<file path="src/rtl/md_sequencer_if.sv">
// md_sequencer_if
//   Handshake/bus bundle between the EX stage and the multiply/divide
//   sequencer.
//
//   The EX stage presents an op with md_valid and the decoded md_op.
//   rs_data and rt_data are the operands, and abort flushes the op.
//
//   The sequencer answers with the following:
//     - md_stall holds IF/ID/EX.
//     - md_busy is high while the sequencer is not idle.
//     - md_result and md_result_valid carry the GPR write data.
//     - hi and lo are the architectural HI/LO registers.
//     - md_state is the FSM state, exposed for debug.
//
//   Handshake: an op transfers on a rising clk edge when md_valid=1,
//   abort=0 and the sequencer is IDLE. While md_stall=1 the EX stage must
//   hold md_valid/md_op/rs_data/rt_data stable. md_result is only
//   meaningful in a cycle where md_result_valid=1.
//
//   Modports:
//     master : pipeline side (drives the request, abort)
//     slave  : sequencer side (drives stall/busy/result/hi/lo/state)
interface md_sequencer_if;
  logic        md_valid;
  logic [3:0]  md_op;
  logic [31:0] rs_data;
  logic [31:0] rt_data;
  logic        abort;
  logic        md_stall;
  logic        md_busy;
  logic [31:0] md_result;
  logic        md_result_valid;
  logic [31:0] hi;
  logic [31:0] lo;
  logic [2:0]  md_state;

  modport master (
    output md_valid, md_op, rs_data, rt_data, abort,
    input  md_stall, md_busy, md_result, md_result_valid, hi, lo, md_state
  );

  modport slave (
    input  md_valid, md_op, rs_data, rt_data, abort,
    output md_stall, md_busy, md_result, md_result_valid, hi, lo, md_state
  );
endinterface

</file>
<file path="src/rtl/md_sequencer.sv">
// md_sequencer
//   Multi-cycle sequencer for the multiply/divide unit. It accepts one
//   MD op at a time and owns HI/LO.
//
//   Execution:
//     - Multiplies wait out a MUL_LAT-cycle multiplier.
//     - Divides run a 32-step restoring divider followed by one sign-fix
//       cycle.
//     - MTHI/MTLO/MFHI/MFLO complete in IDLE without stalling.
//     - MUL (GPR-destination multiply) returns product[31:0] in DONE and
//       leaves HI/LO untouched.
//
//   Ports:
//     clk    system clock
//     rst_n  asynchronous active-low reset
//     md     md_sequencer_if.slave. Carries the request
//            (md_valid/md_op/rs_data/rt_data/abort) and the response
//            (md_stall/md_busy/md_result/md_result_valid/hi/lo/md_state).
//
//   Parameters:
//     MUL_LAT    cycles from accept to product available, 1..4
//     DIV_STEPS  divider iterations, equal to the operand width (32)
module md_sequencer #(
  parameter int MUL_LAT   = 2,
  parameter int DIV_STEPS = 32
) (
  input  logic          clk,
  input  logic          rst_n,
  md_sequencer_if.slave md
);

  localparam logic [3:0] OP_MULT  = 4'd1;
  localparam logic [3:0] OP_MULTU = 4'd2;
  localparam logic [3:0] OP_DIV   = 4'd3;
  localparam logic [3:0] OP_DIVU  = 4'd4;
  localparam logic [3:0] OP_MTHI  = 4'd5;
  localparam logic [3:0] OP_MTLO  = 4'd6;
  localparam logic [3:0] OP_MFHI  = 4'd7;
  localparam logic [3:0] OP_MFLO  = 4'd8;
  localparam logic [3:0] OP_MUL   = 4'd9;

  // Counters load "remaining cycles - 1" and the last cycle sees zero.
  localparam logic [4:0] MUL_CNT_INIT = 5'(MUL_LAT - 1);
  localparam logic [4:0] DIV_CNT_INIT = 5'(DIV_STEPS - 1);

  typedef enum logic [2:0] {
    IDLE     = 3'd0,
    MUL_WAIT = 3'd1,
    DIV_RUN  = 3'd2,
    DIV_FIX  = 3'd3,
    DONE     = 3'd4
  } state_t;

  state_t      state_q, state_d;
  logic [4:0]  cnt_q;
  logic        mul_pending_q;
  // op_a_q holds the multiplicand, or the dividend/quotient shift
  // register while dividing. op_b_q holds the multiplier or |divisor|.
  logic [31:0] op_a_q;
  logic [31:0] op_b_q;
  logic [31:0] rem_q;
  logic        op_signed_q;
  logic        neg_quo_q;
  logic        neg_rem_q;
  logic [31:0] hi_q;
  logic [31:0] lo_q;

  logic        issue;
  logic        div_signed;
  logic [31:0] rs_abs;
  logic [31:0] rt_abs;
  logic [63:0] mul_a_ext;
  logic [63:0] mul_b_ext;
  logic [63:0] product;
  logic [32:0] rem_sh;
  logic [32:0] rem_diff;

  logic        stall_c;
  logic        result_valid_c;
  logic [31:0] result_c;

  assign issue = md.md_valid && !md.abort;

  // Divide operand magnitudes. DIVU passes the raw values through.
  assign div_signed = (md.md_op == OP_DIV);
  assign rs_abs = (div_signed && md.rs_data[31]) ? (~md.rs_data + 32'd1) : md.rs_data;
  assign rt_abs = (div_signed && md.rt_data[31]) ? (~md.rt_data + 32'd1) : md.rt_data;

  // The low 64 bits of the product of sign- or zero-extended operands are
  // the exact signed/unsigned 64-bit product.
  assign mul_a_ext = {{32{op_signed_q & op_a_q[31]}}, op_a_q};
  assign mul_b_ext = {{32{op_signed_q & op_b_q[31]}}, op_b_q};
  assign product   = mul_a_ext * mul_b_ext;

  // Restoring step: shift the next dividend bit into the partial
  // remainder and try to subtract the divisor.
  //   - A clear bit 32 of rem_diff means the subtraction fits.
  //   - rem_sh cannot reach 2^32 within 32 steps, because rem_q starts at
  //     zero.
  //   - With a zero divisor every step therefore succeeds. The result is
  //     an all-ones quotient and a remainder equal to the dividend.
  assign rem_sh   = {rem_q, op_a_q[31]};
  assign rem_diff = rem_sh - {1'b0, op_b_q};

  // State register
  always_ff @(posedge clk or negedge rst_n) begin
    if (!rst_n) begin
      state_q <= IDLE;
    end else begin
      state_q <= state_d;
    end
  end

  // Next state and outputs
  always_comb begin
    state_d        = state_q;
    stall_c        = 1'b0;
    result_valid_c = 1'b0;
    result_c       = 32'd0;

    case (state_q)
      IDLE: begin
        // MUL stalls from its own issue cycle so the dependent GPR write
        // lines up with DONE.
        stall_c = md.md_valid && (md.md_op == OP_MUL);
        if (issue) begin
          case (md.md_op)
            OP_MULT, OP_MULTU, OP_MUL: state_d = MUL_WAIT;
            OP_DIV, OP_DIVU:           state_d = DIV_RUN;
            OP_MFHI: begin
              result_valid_c = 1'b1;
              result_c       = hi_q;
            end
            OP_MFLO: begin
              result_valid_c = 1'b1;
              result_c       = lo_q;
            end
            default: ;
          endcase
        end
      end

      MUL_WAIT: begin
        stall_c = md.md_valid;
        if (md.abort) begin
          state_d = IDLE;
        end else if (cnt_q == 5'd0) begin
          state_d = DONE;
        end
      end

      DIV_RUN: begin
        stall_c = md.md_valid;
        if (md.abort) begin
          state_d = IDLE;
        end else if (cnt_q == 5'd0) begin
          state_d = DIV_FIX;
        end
      end

      DIV_FIX: begin
        stall_c = md.md_valid;
        state_d = md.abort ? IDLE : DONE;
      end

      DONE: begin
        // The completing MUL is released here. Any other MD op waits one
        // more cycle so that it sees the new HI/LO in IDLE.
        stall_c = md.md_valid && !mul_pending_q;
        state_d = IDLE;
        if (mul_pending_q && !md.abort) begin
          result_valid_c = 1'b1;
          result_c       = product[31:0];
        end
      end

      default: state_d = IDLE;
    endcase

    if (md.abort) begin
      stall_c = 1'b0;
    end
  end

  // Datapath and architectural HI/LO
  always_ff @(posedge clk or negedge rst_n) begin
    if (!rst_n) begin
      cnt_q         <= 5'd0;
      mul_pending_q <= 1'b0;
      op_a_q        <= 32'd0;
      op_b_q        <= 32'd0;
      rem_q         <= 32'd0;
      op_signed_q   <= 1'b0;
      neg_quo_q     <= 1'b0;
      neg_rem_q     <= 1'b0;
      hi_q          <= 32'd0;
      lo_q          <= 32'd0;
    end else begin
      case (state_q)
        IDLE: begin
          if (issue) begin
            case (md.md_op)
              OP_MTHI: hi_q <= md.rs_data;
              OP_MTLO: lo_q <= md.rs_data;
              OP_MULT, OP_MULTU, OP_MUL: begin
                op_a_q        <= md.rs_data;
                op_b_q        <= md.rt_data;
                op_signed_q   <= (md.md_op != OP_MULTU);
                mul_pending_q <= (md.md_op == OP_MUL);
                cnt_q         <= MUL_CNT_INIT;
              end
              OP_DIV, OP_DIVU: begin
                op_a_q      <= rs_abs;
                op_b_q      <= rt_abs;
                rem_q       <= 32'd0;
                op_signed_q <= div_signed;
                neg_quo_q   <= div_signed && (md.rs_data[31] ^ md.rt_data[31]);
                neg_rem_q   <= div_signed && md.rs_data[31];
                cnt_q       <= DIV_CNT_INIT;
              end
              default: ;
            endcase
          end
        end

        MUL_WAIT: begin
          if (!md.abort) begin
            if (cnt_q == 5'd0) begin
              if (!mul_pending_q) begin
                hi_q <= product[63:32];
                lo_q <= product[31:0];
              end
            end else begin
              cnt_q <= cnt_q - 5'd1;
            end
          end
        end

        DIV_RUN: begin
          if (!md.abort) begin
            if (!rem_diff[32]) begin
              rem_q  <= rem_diff[31:0];
              op_a_q <= {op_a_q[30:0], 1'b1};
            end else begin
              rem_q  <= rem_sh[31:0];
              op_a_q <= {op_a_q[30:0], 1'b0};
            end
            if (cnt_q != 5'd0) begin
              cnt_q <= cnt_q - 5'd1;
            end
          end
        end

        DIV_FIX: begin
          if (!md.abort) begin
            lo_q <= neg_quo_q ? (~op_a_q + 32'd1) : op_a_q;
            hi_q <= neg_rem_q ? (~rem_q + 32'd1) : rem_q;
          end
        end

        DONE: mul_pending_q <= 1'b0;

        default: ;
      endcase

      if (md.abort) begin
        mul_pending_q <= 1'b0;
      end
    end
  end

  assign md.md_stall        = stall_c;
  assign md.md_busy         = (state_q != IDLE);
  assign md.md_result       = result_c;
  assign md.md_result_valid = result_valid_c;
  assign md.hi              = hi_q;
  assign md.lo              = lo_q;
  assign md.md_state        = state_q;

endmodule

</file>
<file path="src/flat_wrapper.sv">
// flat-port wrapper written by rule: the top's interface ports become plain ports
module md_sequencer_flat 
#(
  parameter int MUL_LAT   = 2,
  parameter int DIV_STEPS = 32
)
  (clk, rst_n, md_md_valid, md_md_op, md_rs_data, md_rt_data, md_abort, md_md_stall, md_md_busy, md_md_result, md_md_result_valid, md_hi, md_lo, md_md_state);
  md_sequencer_if md_i ();
  input  logic clk;
  input  logic rst_n;
  input wire logic [$bits(md_i.md_valid)-1:0] md_md_valid;
  input wire logic [$bits(md_i.md_op)-1:0] md_md_op;
  input wire logic [$bits(md_i.rs_data)-1:0] md_rs_data;
  input wire logic [$bits(md_i.rt_data)-1:0] md_rt_data;
  input wire logic [$bits(md_i.abort)-1:0] md_abort;
  output wire logic [$bits(md_i.md_stall)-1:0] md_md_stall;
  output wire logic [$bits(md_i.md_busy)-1:0] md_md_busy;
  output wire logic [$bits(md_i.md_result)-1:0] md_md_result;
  output wire logic [$bits(md_i.md_result_valid)-1:0] md_md_result_valid;
  output wire logic [$bits(md_i.hi)-1:0] md_hi;
  output wire logic [$bits(md_i.lo)-1:0] md_lo;
  output wire logic [$bits(md_i.md_state)-1:0] md_md_state;
  assign md_i.md_valid = md_md_valid;
  assign md_i.md_op = md_md_op;
  assign md_i.rs_data = md_rs_data;
  assign md_i.rt_data = md_rt_data;
  assign md_i.abort = md_abort;
  assign md_md_stall = md_i.md_stall;
  assign md_md_busy = md_i.md_busy;
  assign md_md_result = md_i.md_result;
  assign md_md_result_valid = md_i.md_result_valid;
  assign md_hi = md_i.hi;
  assign md_lo = md_i.lo;
  assign md_md_state = md_i.md_state;
  md_sequencer #(.MUL_LAT(MUL_LAT), .DIV_STEPS(DIV_STEPS)) u_core (.clk(clk), .rst_n(rst_n), .md(md_i));
endmodule
</file>
<file path="config.mk">
export PLATFORM = sky130hd
export DESIGN_NAME = md_sequencer_flat
export DESIGN_NICKNAME = d
export VERILOG_FILES = /design/src/rtl/md_sequencer_if.sv /design/src/rtl/md_sequencer.sv /design/src/flat_wrapper.sv
export SDC_FILE = /design/constraint.sdc
export NUM_CORES = 2
export LEC_CHECK = 0
export ABC_AREA = 1
export ABC_CLOCK_PERIOD_IN_PS = 14100
export CORE_MARGIN = 5
export CORE_UTILIZATION = 55
export CTS_CLUSTER_SIZE = 12
export DETAILED_ROUTE_END_ITERATION = 16
export PLACE_DENSITY = 0.74
export SYNTH_ARGS = -nofsm -noshare
export SYNTH_HDL_FRONTEND = slang
export SYNTH_SLANG_ARGS = --single-unit
</file>
<file path="constraint.sdc">
create_clock -name clk -period 14.1 [get_ports clk]
set_input_delay 2.115 -clock clk [delete_from_list [all_inputs] [get_ports clk]]
set_output_delay 2.115 -clock clk [all_outputs]
set_load 0.03 [all_outputs]
</file>
==> metrics.md <==
| Metric | Value |
|---|---|
| PortBufs | `173` |
| FF-to-FF setup slack | `4.76 ns` |
| Core ar. | `98600 um2` |
| Die Y | `325 um` |
| Ys async rst share | `1.00` |
| DRC | `0` |
| Kind of critical path | `flip-flop to output pin` |
| I/O Pins | `174` |
| CP bufs+invs | `9` |
| GRT Overall Usage | `0.370` |
| Cell Rows | `115` |
| Max cap viols | `0` |
| Reg-to-Reg Start | `u_core.op_a_q[31]` |
| Die Area | `106000 um2` |
| Leading cell type in the layout, fill and taps excluded | `nand2_1` |
| Cell family with most CP delay | `adder cells` |
| Hold path depth | `2` |
| Outcome | `finished clean` |
| # Post-CTS Setup Buffers | `0` |
| Clock tree buffer depth | `2` |
| Post-DP HPWL | `163000 um` |
| Initial Util | `0.555` |
| Mapped cell area | `54700 um2` |
| Overall routed net length | `195000 um` |
| P&R area growth vs syn | `6.00%` |
| Slew @ Worst Pin | `1.26 ns` |
| Post-CTS resize count | `0` |
| Hold Crit Start | `u_core.op_b_q[0]` |
| Crit. End Element | `output pin` |
| Cells after synthesis | `7447` |
| Crit path time final | `11.09 ns` |
| Register area share after synthesis | `0.0786` |
| Reg2reg path depth | `29` |
| Via count | `48900` |
| Hold Buf Count CTS | `0` |
| TNS Setup | `0 ns` |
| Hold Crit Class | `flip-flop to flip-flop` |
| Crit path top cell by count | `fa_1` |
| Main combinational cell family by area after synthesis | `adder cells` |
| WHS Endpoint | `u_core.op_b_q[0]` |
| Max frequency | `90.2 MHz` |
| Largest net degree at the start of global routing | `66` |
| Simple-Gate Fraction of Synth Area | `0.217` |
| CTS Buf Count | `17` |
| DR iter-0 viols | `5080` |
| Post-Synth XOR/XNOR Area | `0.0144` |
| Relative slew slack | `0.153` |
| WP data arrival | `8.97 ns` |
| Die width | `325 um` |
| Crit-path slowest cell | `clkdlybuf4s50_1` |
| Root buf cell | `clkbuf_16` |
| Max-slew violation count | `0` |
| Share of cells above drive strength 1 | `0.0255` |
| Final hold vios | `0` |
| Predominant post-synthesis flop cell | `dfrtp_1` |
| CTS tree | `yes` |
| H-tree depth | `4` |
| Most frequent cells in the layout | `nand2_1 (1983), inv_1 (1900), fa_1 (1126)` |
| ANT nets after route | `0` |
| Mux contribution to synthesized area | `0` |
| Crit path required time | `11.98 ns` |
| Worst Skew | `0.0372 ns` |
| YS warnings | `0` |
| Synth cell types | `59` |
| Complex-gate fraction of the synthesized area | `0.0643` |
| Vias/cell | `5.63` |
| GRT overflow | `0` |
| Clock net sink count | `172` |
| TritonRoute pass-1 iters | `6` |
| Skew-Pair Late Insertion Delay | `0.51 ns` |
| RR Endpoint | `u_core.md.hi[27]` |
| WL/cell | `22.4 um` |
| Synth Area per Inst | `7.35 um2` |
| Setup violations, final | `0` |
| Post-Synth Adder-Cell Area | `0.469` |
| Number of synthesized flops with an enable pin | `0` |
| Max stage delay on crit path | `0.61 ns` |
| Total of fill cells in the finished design | `9243` |
| Yosys reg bits | `172` |
| Crit-path max FO | `35` |
| Syn_nets | `8896` |
| Unrepaired setup endpoints after global routing | `no` |
| Initial antenna violation count | `3` |
| Part of the cycle the worst path needs | `0.787` |
| Final nets | `8838` |
| First-pass GRT wire length | `300000 um` |
| GPL Wtd Cong | `1.08` |
| Vias in the first global route | `50400` |
| CP Launch Type | `flip-flop` |
| Clk pin slew, worst setup/hold paths | `0.11 ns` |
[Yosys cell counts (54+ instances only)]
library cell  number  area (um2)
a21oi_1          213        1070
buf_1             54         203
clkbuf_1         251         942
dfrtp_1          172        4300
fa_1            1126       22500
ha_1             251        3140
inv_1           1900        7130
nand2_1         1984        7450
nand3_1          276        1380
nand4_1           60         375
nor2_1           479        1800
nor3_1            60         300
o21ai_0          214        1070
xor2_1            59         517
[worst reg2reg max path: cells and delay by family (launching register included)]
kind            cells  cell delay (ns)
flops               1             0.38
simple gates       10             1.97
buf+inv             9             1.53
compound gates      1             0.23
fa+ha+maj           9             5.18
[registers in the layout, summed over array words and instances, names as in the netlist]
register	count
u_core.cnt_q	5
u_core.md.hi	32
u_core.md.lo	32
u_core.md.md_state	3
u_core.mul_pending_q	1
u_core.neg_quo_q	1
u_core.neg_rem_q	1
u_core.op_a_q	32
u_core.op_b_q	32
u_core.op_signed_q	1
u_core.rem_q	32
[logic make-up (layout without fill, tap and decap cells)]
| logic type | after synthesis | in the layout |
|---|---|---|
| and+or+nand+nor | 2934 | 2934 |
| xor gates and xnor gates | 90 | 90 |
| AOI/OAI and AO/OA | 612 | 612 |
| buffers and inverters | 2262 | 2217 |
| DFF | 172 | 172 |
| other | 0 | 3 |
| adders and majority gates | 1377 | 1377 |
[final cells by class]
| class | instances | area, um2 | area share |
|---|---|---|---|
| repair buffers | 265 | 2420 | 0.0418 |
| diodes | 3 | 7.51 | 0.000129 |
| clock inverters | 13 | 148 | 0.00254 |
| inverters | 1920 | 7210 | 0.124 |
| flip-flops and latches | 172 | 4300 | 0.0742 |
| multi-input cells | 5013 | 41900 | 0.722 |
| well taps | 1287 | 1610 | 0.0278 |
| clock buffers | 19 | 453 | 0.00781 |
[routing by layer]
| metal | share of wire | up-vias | GRT usage |
|---|---|---|---|
| li1 | - | 21600 | - |
| met1 | 0.39 | 24200 | 0.494 |
| met2 | 0.46 | 2651 | 0.590 |
| met3 | 0.10 | 510 | 0.0808 |
| met4 | 0.052 | 0 | 0.158 |
| met5 | 0 | - | 0 |
[through the flow]
step / instance area, um2 / hold WS, ns / util / instances / setup slack (ns)
final: 58000 / 0.501 / 0.589 / 8692 / 3.01
after global routing: 58000 / 0.542 / 0.589 / 8690 / 2.81
after CTS: 58000 / 0.502 / 0.589 / 8689 / 3.03
after detailed placement: 57400 / 0.475 / 0.582 / 8657 / 3.60
after global placement: 57400 / 0.470 / 0.582 / 8657 / 3.60
after floorplan: 54700 / 0.475 / - / 7447 / 5.07
[worst max-delay path by stage]
stage	start	end	slack, ns	cells after the start
2_1_floorplan	u_core.op_a_q[14]	md_md_result[27]	5.07	23
3_3_place_gp	u_core.op_a_q[18]	md_md_result[25]	3.60	26
3_5_place_dp	u_core.op_a_q[18]	md_md_result[25]	3.60	26
4_1_cts	u_core.op_a_q[18]	md_md_result[25]	3.03	26
5_1_grt	u_core.op_a_q[18]	md_md_result[22]	2.81	23
6_report	u_core.op_a_q[18]	md_md_result[25]	3.01	26
Power is not shown: default switching activity piles up to over one toggle a cycle in this logic, so the estimate is an artifact.
